===== src/rtl/edge_detect_pkg.sv =====
// Shared types and helpers for the pong boundary/contact detector.
// Optional build macro: EDGE_DETECT_PADDLE_BLOCK_EN (see edge_detect.sv).
package edge_detect_pkg;

    localparam int H_RES_DEF         = 640;
    localparam int V_RES_DEF         = 480;
    localparam int BALL_MARGIN_DEF   = 4;
    localparam int PADDLE_MARGIN_DEF = 6;
    localparam int HIT_MARGIN_DEF    = 4;

    localparam int EDGE_BOTTOM = 0;
    localparam int EDGE_RIGHT  = 1;
    localparam int EDGE_TOP    = 2;
    localparam int EDGE_LEFT   = 3;

    typedef struct packed {
        logic signed [31:0] size_x;
        logic signed [31:0] size_y;
        logic signed [31:0] ini_x;
        logic signed [31:0] ini_y;
        logic signed [31:0] off_x;
        logic signed [31:0] off_y;
    } rect_t;

    // 34 bits hold ini+off+size of three signed 32-bit values without wrap
    typedef logic signed [33:0] coord_t;

    typedef struct packed {
        coord_t l;
        coord_t r;
        coord_t t;
        coord_t b;
    } box_t;

    function automatic box_t rect_to_box(input rect_t rc);
        box_t bx;
        bx.l = coord_t'($signed(rc.ini_x)) + coord_t'($signed(rc.off_x));
        bx.t = coord_t'($signed(rc.ini_y)) + coord_t'($signed(rc.off_y));
        bx.r = bx.l + coord_t'($signed(rc.size_x));
        bx.b = bx.t + coord_t'($signed(rc.size_y));
        return bx;
    endfunction

    function automatic logic [3:0] room(
        input box_t   bx,
        input coord_t m,
        input coord_t h,
        input coord_t v
    );
        logic [3:0] e;
        e              = '0;
        e[EDGE_BOTTOM] = (bx.b + m) <= v;
        e[EDGE_RIGHT]  = (bx.r + m) <= h;
        e[EDGE_TOP]    = (bx.t - m) >= coord_t'(0);
        e[EDGE_LEFT]   = (bx.l - m) >= coord_t'(0);
        return e;
    endfunction

endpackage


===== src/rtl/edge_detect_contact.sv =====
// Combinational ball-vs-paddle side contact test.
// Bit order matches the edge encoding: bottom, right, top, left of the ball.
module edge_contact
    import edge_detect_pkg::*;
#(
    parameter int HIT_MARGIN = HIT_MARGIN_DEF
) (
    input  rect_t      ball_i,
    input  rect_t      paddle_i,
    output logic [3:0] contact_o
);

    localparam coord_t HIT = coord_t'(HIT_MARGIN);

    box_t bb;
    box_t pb;
    logic ovh;
    logic ovv;

    always_comb begin
        bb  = rect_to_box(ball_i);
        pb  = rect_to_box(paddle_i);
        ovh = (bb.l < pb.r) && (pb.l < bb.r);
        ovv = (bb.t < pb.b) && (pb.t < bb.b);

        contact_o = '0;
        contact_o[EDGE_BOTTOM] = ovh && (bb.b >= pb.t - HIT)
                                     && (bb.t < pb.t);
        contact_o[EDGE_RIGHT]  = ovv && (bb.r >= pb.l - HIT)
                                     && (bb.l < pb.l);
        contact_o[EDGE_TOP]    = ovh && (bb.t <= pb.b + HIT)
                                     && (bb.b > pb.b);
        contact_o[EDGE_LEFT]   = ovv && (bb.l <= pb.r + HIT)
                                     && (bb.r > pb.r);
    end

endmodule


===== src/rtl/edge_detect.sv =====
// Registered screen-edge and ball/paddle contact detector (t_clk domain).
// Macro EDGE_DETECT_PADDLE_BLOCK_EN: paddle contacts also block ball motion.
module edge_detect
    import edge_detect_pkg::*;
#(
    parameter int H_RES         = H_RES_DEF,
    parameter int V_RES         = V_RES_DEF,
    parameter int BALL_MARGIN   = BALL_MARGIN_DEF,
    parameter int PADDLE_MARGIN = PADDLE_MARGIN_DEF,
    parameter int HIT_MARGIN    = HIT_MARGIN_DEF
) (
    input  logic               t_clk,
    input  logic               reset,
    input  logic signed [31:0] ball_size_x,
    input  logic signed [31:0] ball_size_y,
    input  logic signed [31:0] ball_ini_x,
    input  logic signed [31:0] ball_ini_y,
    input  logic signed [31:0] ball_off_x,
    input  logic signed [31:0] ball_off_y,
    input  logic signed [31:0] paddle_R_size_x,
    input  logic signed [31:0] paddle_R_size_y,
    input  logic signed [31:0] paddle_R_ini_x,
    input  logic signed [31:0] paddle_R_ini_y,
    input  logic signed [31:0] paddle_R_off_x,
    input  logic signed [31:0] paddle_R_off_y,
    input  logic signed [31:0] paddle_L_size_x,
    input  logic signed [31:0] paddle_L_size_y,
    input  logic signed [31:0] paddle_L_ini_x,
    input  logic signed [31:0] paddle_L_ini_y,
    input  logic signed [31:0] paddle_L_off_x,
    input  logic signed [31:0] paddle_L_off_y,
    output logic [3:0]         ball_detect_edge,
    output logic [3:0]         paddle_R_detect_edge,
    output logic [3:0]         paddle_L_detect_edge,
    output logic [7:0]         collision_detect
);

    localparam coord_t H_C  = coord_t'(H_RES);
    localparam coord_t V_C  = coord_t'(V_RES);
    localparam coord_t BM_C = coord_t'(BALL_MARGIN);
    localparam coord_t PM_C = coord_t'(PADDLE_MARGIN);

    rect_t ball_r;
    rect_t pad_r_r;
    rect_t pad_l_r;

    assign ball_r = '{
        size_x: ball_size_x, size_y: ball_size_y,
        ini_x:  ball_ini_x,  ini_y:  ball_ini_y,
        off_x:  ball_off_x,  off_y:  ball_off_y
    };
    assign pad_r_r = '{
        size_x: paddle_R_size_x, size_y: paddle_R_size_y,
        ini_x:  paddle_R_ini_x,  ini_y:  paddle_R_ini_y,
        off_x:  paddle_R_off_x,  off_y:  paddle_R_off_y
    };
    assign pad_l_r = '{
        size_x: paddle_L_size_x, size_y: paddle_L_size_y,
        ini_x:  paddle_L_ini_x,  ini_y:  paddle_L_ini_y,
        off_x:  paddle_L_off_x,  off_y:  paddle_L_off_y
    };

    logic [3:0] col_r;
    logic [3:0] col_l;

    edge_contact #(
        .HIT_MARGIN (HIT_MARGIN)
    ) u_contact_r (
        .ball_i    (ball_r),
        .paddle_i  (pad_r_r),
        .contact_o (col_r)
    );

    edge_contact #(
        .HIT_MARGIN (HIT_MARGIN)
    ) u_contact_l (
        .ball_i    (ball_r),
        .paddle_i  (pad_l_r),
        .contact_o (col_l)
    );

    logic [3:0] ball_edge_d,  ball_edge_q;
    logic [3:0] pad_r_edge_d, pad_r_edge_q;
    logic [3:0] pad_l_edge_d, pad_l_edge_q;
    logic [7:0] col_d,        col_q;

    always_comb begin
        col_d        = {col_l, col_r};
        pad_r_edge_d = room(rect_to_box(pad_r_r), PM_C, H_C, V_C);
        pad_l_edge_d = room(rect_to_box(pad_l_r), PM_C, H_C, V_C);
`ifdef EDGE_DETECT_PADDLE_BLOCK_EN
        // a touching paddle side acts like a wall for the ball
        ball_edge_d  = room(rect_to_box(ball_r), BM_C, H_C, V_C)
                     & ~(col_r | col_l);
`else
        ball_edge_d  = room(rect_to_box(ball_r), BM_C, H_C, V_C);
`endif
    end

    always_ff @(posedge t_clk) begin
        if (reset) begin
            ball_edge_q  <= 4'b0000;
            pad_r_edge_q <= 4'b0000;
            pad_l_edge_q <= 4'b0000;
            col_q        <= 8'h00;
        end else begin
            ball_edge_q  <= ball_edge_d;
            pad_r_edge_q <= pad_r_edge_d;
            pad_l_edge_q <= pad_l_edge_d;
            col_q        <= col_d;
        end
    end

    assign ball_detect_edge     = ball_edge_q;
    assign paddle_R_detect_edge = pad_r_edge_q;
    assign paddle_L_detect_edge = pad_l_edge_q;
    assign collision_detect     = col_q;

endmodule


===== config.mk =====
export PLATFORM = sky130hd
export DESIGN_NAME = edge_detect
export DESIGN_NICKNAME = d
export VERILOG_FILES = /design/src/rtl/edge_detect_pkg.sv /design/src/rtl/edge_detect_contact.sv /design/src/rtl/edge_detect.sv
export SDC_FILE = /design/constraint.sdc
export NUM_CORES = 2
export LEC_CHECK = 0
export CAP_MARGIN = 40
export CORE_MARGIN = 2
export CORE_UTILIZATION = 35
export CTS_BUF_LIST = sky130_fd_sc_hd__clkbuf_4 sky130_fd_sc_hd__clkbuf_8 sky130_fd_sc_hd__clkbuf_16
export DETAILED_ROUTE_END_ITERATION = 10
export DONT_BUFFER_PORTS = 1
export PLACE_DENSITY = 0.46
export SYNTH_ARGS = -nofsm -noshare
export SYNTH_HDL_FRONTEND = slang
export SYNTH_HIERARCHICAL = 1
export SYNTH_SLANG_ARGS = --single-unit

===== constraint.sdc =====
create_clock -name t_clk -period 8.75 [get_ports t_clk]
set_clock_uncertainty 0.05 [all_clocks]
set_input_delay 0.875 -clock t_clk [delete_from_list [all_inputs] [get_ports t_clk]]
set_output_delay 0.875 -clock t_clk [all_outputs]
set_load 0.1 [all_outputs]

==> run_results.csv <==
group,metric,value,unit
status,outcome,"finished clean",
global_routing,grt_overflow,0,
synth,async_reset_ff_frac,0,
final_layout,multi_input_area,70600,um^2
worst_setup_path,worst_setup_path_start_kind,"input pin",
worst_setup_path,required,8940,ps
drt,drc,0,
min_path,min_from,"reset",
timing,final_max_slew_viol_count,0,
worst_setup_path,critPathKind,"in -> reg",
timing,post-route-min-period,8200,ps
cts,post_cts_buffers,0,
worst_setup_path,cp_common_cell,"a21o_1",
timing,setup_viol,0,
floorplan,fp.dieW,464,um
worst_setup_path,crit_path_end_kind,"register",
worst_setup_path,worstPathArrival,8390,ps
drt,wl_per_cell,22.0,um
timing,rsz0062_at_grt,"false",
cts,clkSinkCount,20,
placement,dpl_cell_area,78000,um^2
worst_setup_path,cpPeakStageDelay,590,ps
placement,gp_congestion,0.934,
final_layout,fin_nets,12500,
drt,drt_first_pass_iters,5,
timing,fmax,122,MHz
power_and_ir_drop,peakVddDrop,91.6,uV
cts,root_buffer,"clkbuf_16",
synth,netlist_top_cells_area,"ha_1 (32%), xnor2_1 (7.5%), a21o_1 (7.1%), a21oi_1 (6.4%), xor2_1 (3.4%)",
synth,synth_flop_cell,"dfxtp_1",
placement,dp_hpwl,251000,um
synth,syn_inst,10000,
cts,clk_path_buf_depth,2,
power_and_ir_drop,p_total,17.0,mW
synth,synth_seq_cells,20,
floorplan,pin_count,598,
drt,viasPerCell,5.76,
timing,worst_pin_slew,977,ps
global_routing,grt_pass1_vias,69500,
timing,max_slew_margin,0.343,
synth,ys_seq_area_frac,0.00541,
drt,drt_iter0_markers,4751,
worst_setup_path,cp-startpoint,"ball_off_y[0]",
min_path,hold_depth,1,
floorplan,design.core.area,210000,um^2
synth,syn_nets,12500,
drt,ant_nets,0,
synth,synth.cells.most_frequent,"ha_1 (1916), a21oi_1 (940), a21o_1 (699)",
min_path,hold_path.class,"in -> reg",
synth,synth.avg_cell_area,7.40,um^2
worst_setup_path,path_max_fanout,4,
cts,tritoncts,"done",
placement,place_inst,12800,
synth,synth_top_area_share,0.324,
timing,fin_setup_tns,0,ps
power_and_ir_drop,p_leak,37.7,nW
synth,synth_top_area_cell,"ha_1",
final_layout,final_area,78200,um^2
final_layout,seqCellArea,400,um^2
global_routing,antenna_found_initial,12,
floorplan,die_y,464,um
cts,cts.reportedPaths.clkPinSlew,80,ps
cts,cts_buffers,3,
synth,synth.most_common_cell,"ha_1",
synth,synth_area,74000,um^2
power_and_ir_drop,p_per_area,217,nW/um^2
global_routing,grt_pass1_wl,422000,um
cts,htreeDepth,1,
synth,synth_cell_types,123,
timing,period_share,0.938,
drt,dr_total_vias,73700,
floorplan,start_util,0.353,
worst_setup_path,cp_slowest_cell,"a311oi_1",
timing,hold-worst-slack,647,ps
placement,portBuffers,0,
final_layout,final_cells,12800,
final_layout,area_growth,5.69,%
timing,hold_viol,0,
final_layout,final.fill_count,22300,
synth,synth_edf_count,0,
floorplan,rows,168,
global_routing,grt_max_degree,22,
floorplan,dieArea,215000,um^2
synth,yosys_warnings,6,
final_layout,drive_gt1_frac,0.0325,
job,drv_cap,0,
drt,routed_wl,281000,um
global_routing,grt_usage,0.248,
-- flip-flops by register name, indices dropped and copies added (netlist names) --
signal,flops
ball_detect_edge,4
collision_detect,8
paddle_L_detect_edge,4
paddle_R_detect_edge,4
-- area by class of cell --
class                      count  area share
multi-input combinational   9166       0.902
tap                         2805      0.0449
timing repair buffer         117      0.0144
sequential                    20     0.00512
inverter                     660      0.0317
antenna                       12    0.000384
clock buffer                   4     0.00114
-- layout by cell type, fill, tap and decap left out, types with 240 or more instances in the layout --
master / n
a21oi_1: 939
xor2_1: 288
nand4_1: 261
nor2_1: 649
inv_1: 660
ha_1: 1916
xnor2_1: 632
nand2_1: 586
nand3_1: 240
o21ai_0: 505
a21o_1: 699
-- final timing paths --
path,end,slack (ps)
setup / recovery,collision_detect[3],550
hold / removal,collision_detect[3],650
-- critical path, delay by kind of cell --
family                     cells  cell delay, ps
adders and majority gates      4            1270
AOI/OAI and AO/OA             17            4090
buffers and inverters          1              90
and+or+nand+nor                8            1480
xor gates and xnor gates       2             580
-- stage by stage --
step / utilization / worst slack [ps]
after floorplan: - / 970
after global placement: 0.369 / 188
after detailed placement: 0.372 / 185
after CTS: 0.372 / 478
after global routing: 0.373 / 16.9
final: 0.373 / 545
-- metal layers --
layer / vias up / track usage / part of all wire
met3: 197 / 0.0441 / 0.060
li1: 37700 / - / -
met5: - / 0 / 0.00018
met1: 34200 / 0.312 / 0.44
met4: 10 / 0.0631 / 0.026
met2: 1561 / 0.431 / 0.47
-- power breakdown --
part	leakage (nW)	total, mW	internal, mW	switching [mW]
Combinational	37.5	16.7	6.83	9.87
Clock	0.0442	0.134	0.0709	0.0635
Sequential	0.165	0.127	0.107	0.0204
-- timing repair --
item / CTS / global route
gates resized for setup: 0 / 16
setup endpoints to repair: 0 / 4
hold endpoints to repair: 0 / 0
hold buffers: 0 / 0
-- kinds of logic after synthesis --
kind of cell    Yosys count  synth area share
compound gates         3357             0.301
xor+xnor                929             0.110
fa+ha+maj              1944             0.331
buf+inv                 823            0.0420
flops                    20           0.00541
mux                      48           0.00669
simple gates           2888             0.203
No activity file was read; power rests on OpenSTA's default activity.
